### src/rtl/cpu_mem_pkg.sv
// Shared types and defaults for the CPU memory-side blocks: the owner encoding
// and the width helper for the starve counter.
package cpu_mem_pkg;

  localparam int AW_DEF = 32;
  localparam int DW_DEF = 32;

  typedef enum logic [1:0] {
    OWN_NONE = 2'd0,
    OWN_I    = 2'd1,
    OWN_D    = 2'd2
  } owner_e;

  // Counter must be able to hold MAX_WAIT itself.
  function automatic int wcnt_w(input int max_wait);
    return $clog2(max_wait + 1);
  endfunction

endpackage

### src/rtl/sram_port_arb_sel.sv
// Combinational port selection for sram_port_arb. SRAM_ARB_RR_EN selects
// round-robin on contention; otherwise D wins unless fetch is saturated.
module arb_sel (
  input  logic i_ireq,
  input  logic i_dreq,
  input  logic i_sat,
  input  logic i_rr_i,
  output logic o_sel_i
);

`ifdef SRAM_ARB_RR_EN
  logic w_unused_sat;
  assign w_unused_sat = i_sat;
  assign o_sel_i = i_ireq & (~i_dreq | i_rr_i);
`else
  logic w_unused_rr;
  assign w_unused_rr = i_rr_i;
  assign o_sel_i = i_ireq & (~i_dreq | i_sat);
`endif

endmodule

### src/rtl/sram_port_arb.sv
// Two-port arbiter sharing one synchronous-read SRAM port between fetch (I)
// and load/store (D). Define SRAM_ARB_RR_EN for round-robin on contention.
module sram_port_arb
  import cpu_mem_pkg::*;
#(
  parameter int AW       = AW_DEF,
  parameter int DW       = DW_DEF,
  parameter int MAX_WAIT = 4
) (
  input  logic          clk,
  input  logic          resetn,
  input  logic          i_req,
  input  logic [AW-1:0] i_addr,
  output logic          i_gnt,
  output logic          i_resp,
  output logic [DW-1:0] i_rdata,
  input  logic          d_req,
  input  logic          d_we,
  input  logic [AW-1:0] d_addr,
  input  logic [DW-1:0] d_wdata,
  output logic          d_gnt,
  output logic          d_resp,
  output logic [DW-1:0] d_rdata,
  output logic          ram_en,
  output logic          ram_we,
  output logic [AW-1:0] ram_addr,
  output logic [DW-1:0] ram_wdata,
  input  logic [DW-1:0] ram_rdata
);

  localparam int WCW = wcnt_w(MAX_WAIT);

  owner_e         r_owner;
  owner_e         w_owner_nxt;
  logic [WCW-1:0] r_wait_cnt;
  logic           r_rr_ptr_i;
  logic           w_sel_i;
  logic           w_sat;
  logic           w_i_gnt;
  logic           w_d_gnt;
  logic           w_contend;

  assign w_sat     = (r_wait_cnt == WCW'(MAX_WAIT));
  assign w_contend = i_req & d_req;

  arb_sel u_sel (
    .i_ireq  (i_req),
    .i_dreq  (d_req),
    .i_sat   (w_sat),
    .i_rr_i  (r_rr_ptr_i),
    .o_sel_i (w_sel_i)
  );

  // Reset gates every combinational grant so nothing reaches the SRAM.
  assign w_i_gnt = resetn & i_req & w_sel_i;
  assign w_d_gnt = resetn & d_req & ~w_sel_i;
  assign i_gnt   = w_i_gnt;
  assign d_gnt   = w_d_gnt;

  assign ram_en    = w_i_gnt | w_d_gnt;
  assign ram_we    = w_d_gnt & d_we;
  assign ram_wdata = w_d_gnt ? d_wdata : '0;

  always_comb begin
    ram_addr = '0;
    if (w_i_gnt)      ram_addr = i_addr;
    else if (w_d_gnt) ram_addr = d_addr;
  end

  always_comb begin
    w_owner_nxt = OWN_NONE;
    if (w_i_gnt)      w_owner_nxt = OWN_I;
    else if (w_d_gnt) w_owner_nxt = OWN_D;
  end

  always_ff @(posedge clk) begin
    if (!resetn) begin
      r_owner    <= OWN_NONE;
      r_wait_cnt <= '0;
      r_rr_ptr_i <= 1'b1;
    end else begin
      r_owner <= w_owner_nxt;
      if (!i_req || w_i_gnt)
        r_wait_cnt <= '0;
      else if (!w_sat)
        r_wait_cnt <= r_wait_cnt + WCW'(1);
      // Pointer hands preference to the loser of each contended grant.
      if (w_contend && (w_i_gnt || w_d_gnt))
        r_rr_ptr_i <= ~w_i_gnt;
    end
  end

  assign i_resp  = (r_owner == OWN_I);
  assign d_resp  = (r_owner == OWN_D);
  assign i_rdata = i_resp ? ram_rdata : '0;
  assign d_rdata = d_resp ? ram_rdata : '0;

endmodule

### config.mk
export PLATFORM = sky130hd
export DESIGN_NAME = sram_port_arb
export DESIGN_NICKNAME = d
export VERILOG_FILES = /design/src/rtl/cpu_mem_pkg.sv /design/src/rtl/sram_port_arb_sel.sv /design/src/rtl/sram_port_arb.sv
export SDC_FILE = /design/constraint.sdc
export NUM_CORES = 1
export LEC_CHECK = 0
export CAP_MARGIN = 40
export CORE_AREA = 2 2 103 105
export DETAILED_ROUTE_END_ITERATION = 7
export DIE_AREA = 0 0 105 107
export PLACE_DENSITY = 0.67
export SLEW_MARGIN = 20
export SYNTH_ARGS = -nofsm -noshare
export SYNTH_HDL_FRONTEND = slang
export SYNTH_SLANG_ARGS = --single-unit
### constraint.sdc
create_clock -name clk -period 2.7 [get_ports clk]
set_input_delay 0.405 -clock clk [delete_from_list [all_inputs] [get_ports clk]]
set_output_delay 0.405 -clock clk [all_outputs]
set_load 0.005 [all_outputs]
---- Word level (Yosys, flattened, before mapping) ----
Cells that the tools add are included.
W data, S select, Z words.
word-level totals
  bits in registers ....................... 5
  bits in latches ......................... 0
  bits in writable memories ............... 0
  ROM bits ................................ 0
  input port bits ......................... 133
  word-level logic and storage cells ...... 29
  memories kept ........................... 0
cells by class
  add/subtract/negate cells ............... 1
  $mul .................................... 0
  div/mod/pow operators ................... 0
  $lt $le $gt $ge ......................... 0
  eq/ne operators ......................... 3
  shifts and indexed selects .............. 0
  multiplexer cells ....................... 7
  bitwise operators ....................... 11
  reductions and logical operators ........ 4
operator list
  cell                   count
  $mux W32               5
  $and A1 B1 Y1          6
  $reduce_or A2 Y1       2
  $add A3 B1 Y3 const B  1
  $eq A3 B3 Y1 const B   1
  $not A1 Y1             3
  $eq A2 B1 Y1 const B   1
  $eq A2 B2 Y1 const B   1
  $mux W2                1
  $or A1 B1 Y1           2
  $logic_not A1 Y1       1
  $logic_or A1 B1 Y1     1
  $mux W1                1

---- Depth between registers and ports, before layout ----
  depth after elaboration ................. 7
  depth in mapped cells ................... 6

---- Hierarchy ----
Synthesis repeated with hierarchy kept, for this count alone.
unflattened totals
  cells, all modules ...................... 179
  area total of the unflattened synthesis .. 1,315.0 µm²
by module, submodules not included
  module         instances  cells each  area an instance (µm²)  sequential area each (µm²)
  sram_port_arb  1          177         1,303.8                 120.1
  arb_sel        1          2           11.3                    0.0

---- Worst setup path before layout ----
No wires, ideal clock.
  kind .................................... flip-flop to output port
  start ................................... reg r_wait_cnt[0]
  end ..................................... out ram_addr[21]
  arrival ................................. 1.260 ns
  data required time ...................... 2.295 ns
  path slack .............................. 1.035 ns
  cell stages (with the launch flop) ...... 7
  path buffers ............................ 2
  path through ............................ dfxtp_1 -> inv_1 -> ha_1 -> and3_1 -> buf_6 -> buf_6 -> o22ai_1
between the ends
  longest elaborated chain between the ends .. 7
  elaborated cells between the ends (all ways) .. 8
  those cells by class .................... 1 x eq/ne; 2 x mux; 5 x bitwise
ends and longest elaborated chain
  what                      line                     source
  start: declaration        sram_port_arb.sv:35      logic [WCW-1:0] r_wait_cnt;
  start signal: assignment  sram_port_arb.sv:86      r_wait_cnt <= r_wait_cnt + WCW'(1);
  $eq A3 B3 Y1 (*)          sram_port_arb.sv:43      assign w_sat = (r_wait_cnt == WCW'(MAX_WAIT));
  $or A1 B1 Y1 (*)          sram_port_arb_sel.sv:18  assign o_sel_i = i_ireq & (~i_dreq | i_sat);
  $and A1 B1 Y1 (*)         sram_port_arb_sel.sv:18
  $not A1 Y1                sram_port_arb.sv:56      assign w_d_gnt = resetn & d_req & ~w_sel_i;
  $and A1 B1 Y1             sram_port_arb.sv:56
  $mux W32                  sram_port_arb.sv:67      else if (w_d_gnt) ram_addr = d_addr;
  $mux W32 (*)              sram_port_arb.sv:66      if (w_i_gnt) ram_addr = i_addr;
  end: declaration          sram_port_arb.sv:26      output logic [AW-1:0] ram_addr,
Every way passes the cells marked *; elsewhere a longest branch is shown, timed or not.

---- Final worst setup path ----
  start ................................... in d_req
  end ..................................... out ram_addr[27]
between the ends
  longest elaborated chain between the ends .. 7
  elaborated cells between the ends (all ways) .. 9
  those cells by class .................... 2 x mux; 7 x bitwise
ends and longest elaborated chain
  what                line                     source
  start: declaration  sram_port_arb.sv:17      input logic d_req,
  $not A1 Y1          sram_port_arb_sel.sv:18
  $or A1 B1 Y1        sram_port_arb_sel.sv:18
  $and A1 B1 Y1       sram_port_arb_sel.sv:18
  $not A1 Y1          sram_port_arb.sv:56
  $and A1 B1 Y1       sram_port_arb.sv:56
  $mux W32            sram_port_arb.sv:67
  $mux W32 (*)        sram_port_arb.sv:66
Marked as above.

==> reports/qor.txt <==
status: completed
Final Hold Viols: 0
syn_area_per_cell: 6.53 sq um
fin area: 4450 sq um
Vias/cell: 4.41
Resized cells post-CTS: 0
Max-Cap Viols: 0
f_max: 0.394 GHz
Pwr Total: 748 uW
number of global-route vias before repair: 2,676
gr ovfl total: 0
Site Rows: 37
WP data arrival: 2130 ps
root buffer cell: clkbuf_8
# nets final: 635
commonest non-fill, non-tap cell in the layout: clkdlybuf4s50_1
initial DRC count: 182
WL/cell: 14.8 um
layout cells sized above 1: 0.0461
most frequent cells in the layout: 265 x clkdlybuf4s50_1, 67 x and2_1, 64 x nand3_1, 34 x and3_1, 25 x o22ai_1
nature of the critical path endpoint: output port
worst path required time: 2300 ps
Post-Route WL: 9390 um
Unique masters post-synth: 23
Hold Startpoint: r_wait_cnt[0]
Mapped Nets: 389
CTS tree: built
first-pass GRT wire length: 14,100 um
Cell Area, Placed: 4410 sq um
reg2reg start: r_wait_cnt[0]
pin count of the biggest net entering global routing: 60
Die Ht: 107 um
post-route ant nets: 0
TNS Setup: 0 ps
CP max FO: 32
postcts setup bufs: 0
Die Footprint: 11,200 sq um
PwrDens: 168 nW/um^2
GRT Total Usage: 0.156
Static Leak: 1.73 nW
placer congestion estimate: 0.801
Synth Instances: 254
clock slew at reported path FFs: 40 ps
HPWL after DPL: 7840 um
CTS max path bufs: 2
port buffer count: 266
Core Area: 10,100 sq um
Pre-antenna DRT Iters: 4
synthesized area: 1660 sq um
RSZ-0062 raised after global routing: false
dpl ws: 169 ps
CP Launch Point: d_req
crit share post-route: 0.940
Initial Utilization: 0.164
hold_buf cts: 0
detailed-route via count: 2,802
Setup violations, final: 0
worst min-delay path category: reg -> reg
sequential area share after synthesis: 0.0604
Crit Path Class: in -> out
synthesized flop and latch total: 5
TritonCTS Buffers: 3
synth warn: 0
H-tree Lvls: 1
clk_lat worst skew: 220 ps
Relative slew margins: 0.813
I/O pin count: 267
clock sinks: 5
worst-margin pin slew: 280 ps
number of remaining DRC errors: 0
Clock Skews: 2.28 ps
initial antenna violation count: 0
synthesis-to-layout area growth: 169%
crit path time final: 2540 ps
CP startpoint kind: input pin
setup ws final: 162 ps
die width: 105 um
ant diodes: 0
final max-slew violation count: 0
Peak VDD IR: 109 uV
==> routing by layer <==
layer	track usage	vias to the layer above	wire, um
met3	0.0565	14	963
li1	-	1390	-
met5	0	-	0
met1	0.164	1232	3480
met2	0.293	166	4760
met4	0.0448	0	190
==> cell families (layout without fill, tap and decap cells) <==
group / after synthesis / after routing / share of synthesized area
flops: 5 / 5 / 0.0604
simple gates: 175 / 175 / 0.613
fa+ha+maj: 2 / 2 / 0.0151
compound gates: 35 / 35 / 0.169
buf+inv: 37 / 282 / 0.143
==> metrics by stage <==
| step | utilization | hold slack [ps] | cells |
|---|---|---|---|
| 4_1_cts | 0.441 | 451 | 635 |
| 2_1_floorplan | - | 426 | 254 |
| 5_1_grt | 0.441 | 491 | 635 |
| 6_report | 0.441 | 450 | 635 |
| 3_3_place_gp | 0.437 | 443 | 631 |
| 3_5_place_dp | 0.437 | 443 | 631 |
==> path summary, 6_finish.rpt <==
check / to / slack, ps / cells past startpoint
worst min-delay path: r_wait_cnt[0] / 450 / 1
worst max register to register: r_owner[1] / 1490 / 5
worst min register to register: r_wait_cnt[0] / 450 / 1
worst max-delay path: ram_addr[27] / 160 / 5
==> flip-flops by register name, summed over array words and instances (netlist names) <==
register and cells:
r_wait_cnt 3, r_owner 2
==> power by group <==
part | switching [mW] | leakage (nW) | total [mW] | internal [mW]
logic | 0.164 | 1.66 | 0.532 | 0.368
clock network | 0.0371 | 0.0228 | 0.138 | 0.101
registers | 0.00103 | 0.0409 | 0.0776 | 0.0765
==> Yosys cell counts, drive strengths merged <==
cell     n  area share
inv      2      0.0045
ha       2       0.015
o21a     1      0.0045
o22ai   32        0.15
buf     21        0.10
dfxtp    5       0.060
nor2     2      0.0045
a21boi   1       0.011
and2    67        0.25
and3    34        0.13
and4     1      0.0053
nor3b    2      0.0091
nand2    1      0.0023
nor2b    3       0.011
nand3   65        0.20
clkbuf  14       0.033
o211a    1      0.0060
==> worst max-delay path: stages <==
cell	delay [ps]
clkdlybuf4s50_1	620
a21boi_4	300
buf_12	220
o22ai_1	100
clkdlybuf4s50_1	460
==> layout make-up <==
| class | instances | area (sq um) |
|---|---|---|
| Clock buffer | 4 | 45.0 |
| Fill cell | 1024 | 5640 |
| Inverter | 2 | 7.51 |
| Multi-Input combinational cell | 212 | 1320 |
| Sequential cell | 5 | 100 |
| Tap cell | 136 | 170 |
| Timing Repair Buffer | 276 | 2810 |
Note: power is estimated with default switching activity, not from simulation.
